===== src/rtl/uart_tx_mmio.sv =====
// uart_tx_mmio: memory-mapped UART transmitter, 8N1 LSB first; define UART_TX_PARITY_EN for an extra parity bit (8E1/8O1).
// Latency: TXD write at edge N -> START at N+1 -> tx falls after N+2; each bit BAUD_DIV cycles.
// Backpressure: one-entry hold buffer; a TXD write while it is full is dropped and flagged in TX_OVR.
module uart_tx_mmio #(
    parameter int unsigned BAUD_DIV = 5208,
    parameter logic [31:0] TXD_ADDR = 32'h4000_0018,
    parameter logic [31:0] CON_ADDR = 32'h4000_0020
) (
    input  logic        clk,
    input  logic        rst,
    input  logic        MemRead,
    input  logic        MemWrite,
    input  logic [31:0] addr,
    input  logic [31:0] wdata,
    output logic [31:0] rdata,
    output logic        tx,
    output logic        irq
);
    localparam logic [15:0] BAUD_LAST = 16'(BAUD_DIV - 1);

    typedef enum logic [2:0] {
        IDLE,
        START,
        DATA,
`ifdef UART_TX_PARITY_EN
        PARITY,
`endif
        STOP
    } state_t;

    state_t      state, state_nxt;
    logic [15:0] baud_cnt, baud_nxt;
    logic [2:0]  bit_cnt, bit_nxt;
    logic [7:0]  shifter, hold, last_byte;
    logic        hold_valid, tx_ie, tx_done, tx_ovr;
    logic        load, shift, done_set, tx_nxt, baud_wrap;
    logic        txd_wr, con_wr, con_rd;
    logic        unused_wdata;
`ifdef UART_TX_PARITY_EN
    logic        par_odd, par_bit;
`endif

    assign txd_wr       = MemWrite && (addr == TXD_ADDR);
    assign con_wr       = MemWrite && (addr == CON_ADDR);
    assign con_rd       = MemRead && (addr == CON_ADDR);
    assign baud_wrap    = (baud_cnt == BAUD_LAST);
    assign irq          = tx_ie & tx_done;
    assign unused_wdata = ^{wdata[31:8], wdata[1]};

    always_comb begin
        rdata = '0;
        if (MemRead && (addr == TXD_ADDR)) begin
            rdata = {24'b0, last_byte};
        end else if (con_rd) begin
            rdata[0] = tx_ie;
`ifdef UART_TX_PARITY_EN
            rdata[1] = par_odd;
`endif
            rdata[2] = tx_done;
            rdata[3] = tx_ovr;
            rdata[4] = (state != IDLE) | hold_valid;
            rdata[5] = hold_valid;
        end
    end

    always_comb begin
        state_nxt = state;
        baud_nxt  = baud_wrap ? '0 : baud_cnt + 16'd1;
        bit_nxt   = bit_cnt;
        load      = 1'b0;
        shift     = 1'b0;
        done_set  = 1'b0;
        tx_nxt    = 1'b1;
        case (state)
            IDLE: begin
                baud_nxt = '0;
                if (hold_valid) begin
                    load      = 1'b1;
                    state_nxt = START;
                end
            end
            START: begin
                tx_nxt = 1'b0;
                if (baud_wrap) begin
                    state_nxt = DATA;
                    bit_nxt   = '0;
                end
            end
            DATA: begin
                tx_nxt = shifter[0];
                if (baud_wrap) begin
                    shift   = 1'b1;
                    bit_nxt = bit_cnt + 3'd1;
                    if (bit_cnt == 3'd7) begin
`ifdef UART_TX_PARITY_EN
                        state_nxt = PARITY;
`else
                        state_nxt = STOP;
`endif
                    end
                end
            end
`ifdef UART_TX_PARITY_EN
            PARITY: begin
                tx_nxt = par_bit;
                if (baud_wrap) state_nxt = STOP;
            end
`endif
            STOP: begin
                if (baud_wrap) begin
                    done_set = 1'b1;
                    // refilled hold chains straight into the next start bit
                    if (hold_valid) begin
                        load      = 1'b1;
                        state_nxt = START;
                    end else begin
                        state_nxt = IDLE;
                    end
                end
            end
            default: state_nxt = IDLE;
        endcase
    end

    always_ff @(posedge clk or negedge rst) begin
        if (!rst) begin
            state    <= IDLE;
            baud_cnt <= '0;
            bit_cnt  <= '0;
            shifter  <= '0;
            tx       <= 1'b1;
        end else begin
            state    <= state_nxt;
            baud_cnt <= baud_nxt;
            bit_cnt  <= bit_nxt;
            tx       <= tx_nxt;
            if (load) shifter <= hold;
            else if (shift) shifter <= {1'b0, shifter[7:1]};
        end
    end

    always_ff @(posedge clk or negedge rst) begin
        if (!rst) begin
            hold       <= '0;
            hold_valid <= 1'b0;
            last_byte  <= '0;
            tx_ie      <= 1'b0;
            tx_done    <= 1'b0;
            tx_ovr     <= 1'b0;
        end else begin
            if (txd_wr) last_byte <= wdata[7:0];
            // a write landing on the transfer edge reuses the slot being vacated
            if (txd_wr && (!hold_valid || load)) begin
                hold       <= wdata[7:0];
                hold_valid <= 1'b1;
            end else if (load) begin
                hold_valid <= 1'b0;
            end
            if (con_wr) tx_ie <= wdata[0];
            if (done_set) tx_done <= 1'b1;
            else if (con_rd) tx_done <= 1'b0;
            if (txd_wr && hold_valid && !load) tx_ovr <= 1'b1;
            else if (con_rd) tx_ovr <= 1'b0;
        end
    end

`ifdef UART_TX_PARITY_EN
    always_ff @(posedge clk or negedge rst) begin
        if (!rst) begin
            par_odd <= 1'b0;
            par_bit <= 1'b0;
        end else begin
            if (con_wr) par_odd <= wdata[1];
            if (load) par_bit <= (^hold) ^ par_odd;
        end
    end
`endif
endmodule


===== config.mk =====
export PLATFORM = sky130hd
export DESIGN_NAME = uart_tx_mmio
export DESIGN_NICKNAME = d
export VERILOG_FILES = /design/src/rtl/uart_tx_mmio.sv
export SDC_FILE = /design/constraint.sdc
export NUM_CORES = 1
export LEC_CHECK = 0
export ABC_AREA = 0
export CELL_PAD_IN_SITES_DETAIL_PLACEMENT = 1
export CELL_PAD_IN_SITES_GLOBAL_PLACEMENT = 1
export CORE_UTILIZATION = 34
export CTS_CLUSTER_SIZE = 25
export DETAILED_ROUTE_END_ITERATION = 7
export PLACE_DENSITY = 0.92
export SLEW_MARGIN = 25
export SYNTH_ARGS = -nofsm -noshare
export SYNTH_HDL_FRONTEND = slang
export SYNTH_SLANG_ARGS = --single-unit

===== constraint.sdc =====
create_clock -name clk -period 2.2 [get_ports clk]
set_input_delay 0.33 -clock clk [delete_from_list [all_inputs] [get_ports clk]]
set_output_delay 0.33 -clock clk [all_outputs]
set_load 0.05 [all_outputs]

# Word-level counts from Yosys, hierarchy flattened
# Index checks and enable logic that the tools add are counted.
dict set report totals {
  romBits 0
  n_memories 0
  in_bits 68
  regBits 51
  word_cells 78
  ram_bits 0
  out_inout_bits 34
  latch_bits 0
}
dict set report classes {
  eq_ne 12
  div_mod_pow 0
  n_shift 0
  reduce_logical 19
  bitwise 2
  multipliers 0
  n_addsub 2
  mux 32
  order_cmp 0
}
# op n
set op_table {}
lappend op_table {{$eq 32x31->1 const B} 2}
lappend op_table {{$mux 16} 2}
lappend op_table {{$mux 3} 7}
lappend op_table {{$add 16x1->16 const B} 1}
lappend op_table {{$eq 16x13->1 const B} 1}
lappend op_table {{$mux 8} 2}
lappend op_table {{$mux 1} 14}
lappend op_table {{$pmux 3 s4} 1}
lappend op_table {{$ne 2x2->1 const B} 5}
lappend op_table {{$reduce_bool 2->1} 5}
lappend op_table {{$mux 4} 2}
lappend op_table {{$logic_and 1x1->1} 7}
lappend op_table {{$eq 3x2->1 const B} 2}
lappend op_table {{$pmux 3 s2} 1}
lappend op_table {{$reduce_and 5->1} 1}
lappend op_table {{$pmux 1 s2} 2}
lappend op_table {{$add 3x1->3 const B} 1}
lappend op_table {{$eq 3x1->1 const B} 1}
lappend op_table {{$eq 3x3->1 const B} 1}
lappend op_table {{$logic_not 3->1} 1}
lappend op_table {{$reduce_and 3->1} 1}
lappend op_table {{$reduce_bool 3->1} 1}
lappend op_table {{$logic_not 1->1} 2}
lappend op_table {{$mux 2} 1}
lappend op_table {{3 further kinds} 3}

# Logic depth before layout (Yosys ltp)
dict set report depth {
  ltp_word 6
  ltp_mapped 7
  ltp_nobuf 7
}

# Worst setup path after synthesis
# Ideal clock, no wire load.
dict set report synth_path {
  path_type {input port to output port}
  startpoint {input port addr[12]}
  endpoint {output port rdata[0]}
  n_path_buf 1
  slack_ns 0.036
  arrival_time_ns 1.834
  t_required_ns 1.870
  cell_stages 6
  path_cell_list {nor4_1 nand4_1 nor2_1 and3_1 clkbuf_1 a22o_1}
}
dict set report synth_between {
  elab_chain_cells 4
  elab_cells_between_ends 6
  cone_classes {2 x eq/ne; 2 x mux; 2 x reduce/logical}
}
# element line_no
set synth_lines {}
lappend synth_lines {{start, declared} 13} ;# input logic [31:0] addr,
lappend synth_lines {{$eq 32x31->1} 45} ;# assign con_rd = MemRead && (addr == CON_ADDR);
lappend synth_lines {{$logic_and 1x1->1} 45}
lappend synth_lines {{$mux 1} 54} ;# end else if (con_rd) begin
lappend synth_lines {{$mux 1 *} 52} ;# if (MemRead && (addr == TXD_ADDR)) begin
lappend synth_lines {{end, declared} 15} ;# output logic [31:0] rdata,
# Every way passes the cells marked *; elsewhere a longest branch is shown, timed or not.

# Worst setup path after layout
dict set report layout_path {
  startpoint {input port addr[23]}
  endpoint {output port rdata[0]}
}
# The elaborated chain is that of the path after synthesis.

==> flow_summary.yaml <==
placed_design:
  gp_congestion: 0.787
  hpwl_mm: 5.04
  dpl_cell_area_mm2: 0.00340
  port_buffers: 53
  dp_cells: 402
finish:
  final_cells: 415
  diodes: 0
  final_util_pct: 46.2
  layout-drive-gt1-share_pct: 29.7
  layout.nets: 387
  area_growth_pct: 31.0
  fin_area_mm2: 0.00357
route:
  num_vias: 2000
  drt_iter0_drc: 33
  wl_met3_um: 248
  route.detailed.drc: 0
  routed_wl_mm: 6.51
  wl_per_cell_um: 15.7
  met1_length_mm: 2.59
  dr.pass1.iters: 4
  wl_met2_mm: 3.51
  highest_layer: "met4"
  via_per_inst: 4.82
  drtAntennaViolNets: 0
clock_network:
  cts_sinks: 50
  cts_buffers: 5
  clkLatencyLatePin_ns: 0.32
  clock_path_buffers: 2
  htreeDepth: 2
  path_clk_slew_ns: 0.10
  cts_tree: "yes"
  cts_root_buf: "clkbuf_8"
die:
  die-area_mm2: 0.00838
  die_x_um: 91.6
  rows: 32
  initial_core_util_pct: 35.3
  die_h_um: 91.6
  io-pin-count: 102
  core-area_mm2: 0.00773
pwr:
  pwr-share-clk_pct: 34.1
  peakVddDrop_mv: 0.333
  switching_share_pct: 27.9
  p_sw_mw: 0.469
  p_leak_nw: 1.76
  pwr-share-seq_pct: 54.7
  p_comb_share_pct: 11.2
  intPower_mw: 1.21
  powerDensity_mw_per_mm2: 470
sta:
  max_freq_mhz: 469
  hold_viol_final: 0
  drv_slew: 0
  setup_viol: 0
  fin_tns_setup_ns: 0
  finClkSkew_ns: 0.0111
  min_period_over_period_pct: 96.8
  max_slew.worst_pin.slew_ns: 0.516
  post-route-min-period_ns: 2.13
  maxSlewHeadroom_pct: 65.5
  whs_ns: 0.464
run:
  max_cap_violations: 0
logic_synthesis:
  synth_seq_area_share_pct: 45.9
  synthesis.area_mm2: 0.00273
  synth_warnings: 0
  ys_seq_elements: 50
  synth_cell_types: 42
  synth_cells: 245
  avgSynthCellArea_um2: 11.1
critical_path:
  critical_path_class: "in2out"
  critPathArrivalTime_ns: 1.80
  worstSetupStartpointType: "primary input"
  crit_path_end_kind: "primary output"
  cp.required_ns: 1.87
  path_buf_inv: 2
  crit_slowest_cell: "and3_4"
  cp_max_fo: 8
  cpPeakStageDelay_ns: 0.29
  cp_top_family: "simple AND/OR/NAND/NOR gates"
  path_cells: "dlygate4sd2_1, nor4_2, nand4_1, nor2_2, and3_4, a22o_1, buf_12"
global_route:
  grt_pass1_vias: 2255
  grt_pass1_wl_mm: 11.1
  grt_usage_pct: 17.0
  grt_max_degree: 22
  overflow: 0
  antenna_found_initial: 0
status:
  run_status: "finished clean"
min_path:
  holdCritPathClass: "reg2reg"
[repair_timing]
action | CTS | global route
hold buffers | 1 | 0
pin swaps | 12 | 14
setup endpoints to repair | 8 | 18
endpoints found under the hold margin | 19 | 0
buffers inserted | 4 | 0
resized for setup | 33 | 33
gates cloned | 0 | 0
[synthesized netlist by cell type]
cell       count  area (um^2)
o21ai_0        6         30.0
inv_1          7         26.3
mux2i_1        2         20.0
a22o_1         5         43.8
a32o_1         2         20.0
nand3_4        1         17.5
nor3b_1        3         22.5
nor2_1        22         82.6
xnor2_1        4         35.0
nor4_2         1         12.5
nand3_1        7         35.0
conb_1         1         3.75
a21oi_4        1         16.3
dfrtp_1       49         1230
nor4b_2        3         45.0
nand2_2        1         6.26
o32a_1         1         10.0
nand2_1       13         48.8
nand4_1        6         37.5
dfstp_2        1         26.3
clkbuf_1       5         18.8
and4b_1        1         10.0
and2_1         4         25.0
o21bai_1       1         7.51
nor4b_1        1         8.76
ha_1           7         87.6
a21boi_0       1         7.51
mux2_4         1         15.0
and3_1         8         50.1
xor2_1         9         78.8
nand4_2        1         12.5
and4_1         1         8.76
o22ai_1        1         6.26
nand2b_1       1         6.26
buf_6          1         11.3
nor4_1         6         37.5
buf_4         25          188
a21oi_1        2         10.0
or3_1          1         6.26
mux2_2        30          338
nand4bb_1      1         11.3
a31o_4         1         17.5
[path summary, 6_finish.rpt]
check	startpoint	to	slack, ns	cells past startpoint
max	addr[23]	rdata[0]	0.07	7
min	baud_cnt[0]	baud_cnt[0]	0.46	1
max reg2reg	baud_cnt[7]	shifter[5]	0.11	5
min reg2reg	baud_cnt[0]	baud_cnt[0]	0.46	1
max in group asynchronous	rst	tx	1.05	3
min in group asynchronous	rst	baud_cnt[5]	0.50	2
[metrics by stage]
stage	total power, mW	worst slack, ns
after global routing	1.75	-0.00191
final	1.68	0.0697
after global placement	1.13	-0.255
after CTS	1.70	0.00341
after detailed placement	1.14	-0.326
after floorplan	1.06	0.0362
[cell type report]
cell class | count | area (um^2)
fillers | 847 | 4150
clock inverters | 3 | 28.8
clock buffers | 5 | 68.8
multi-input cells | 180 | 1390
inverters | 7 | 26.3
flip-flops and latches | 50 | 1250
well taps | 102 | 128
repair buffers | 68 | 677
[cells by family after synthesis]
family | share of synthesized area, %
simple gates | 17.8
flops | 45.9
buf+inv | 8.95
mux | 13.7
compound gates | 6.19
xor+xnor | 4.17
fa+ha+maj | 3.21
other cells | 0.137
[state kept, by name (all words and copies together), names as in the netlist]
signal	flops
baud_cnt	16
bit_cnt	3
hold	8
hold_valid	1
last_byte	8
shifter	8
state	2
tx	1
tx_done	1
tx_ie	1
tx_ovr	1
[layer usage]
metal	global-route usage, %	up-vias
met5	0	-
met3	3.69	15
li1	-	945
met4	6.22	0
met2	31.1	52
met1	19.1	988
[cell usage in the layout, fill, tap and decap left out, types with 4 or more instances in the layout]
cell type and instances:
nand2_1 13, clkdlybuf4s15_1 6, buf_12 8, and3_1 6
buf_4 14, o21ai_0 6, and2_1 4, conb_1 24
nor2_1 21, mux2_2 30, dfrtp_1 49, clkbuf_8 5
clkdlybuf4s50_1 15, dlymetal6s2s_1 5, nand4_1 6, ha_1 7
inv_1 7, dlygate4sd2_1 9, clkbuf_2 9, xnor2_1 4
nand3_1 7, xor2_1 9, nor4_2 6
[power by group through the flow]
stage          registers (mW)  logic [mW]  clock network [mW]
4_1_cts                 0.918       0.190               0.591
3_5_place_dp            0.936       0.199                   0
6_report                0.918       0.188               0.573
3_3_place_gp            0.936       0.194                   0
2_1_floorplan           0.937       0.128                   0
5_1_grt                 0.919       0.200               0.632
(Power assumes the default switching activity.)
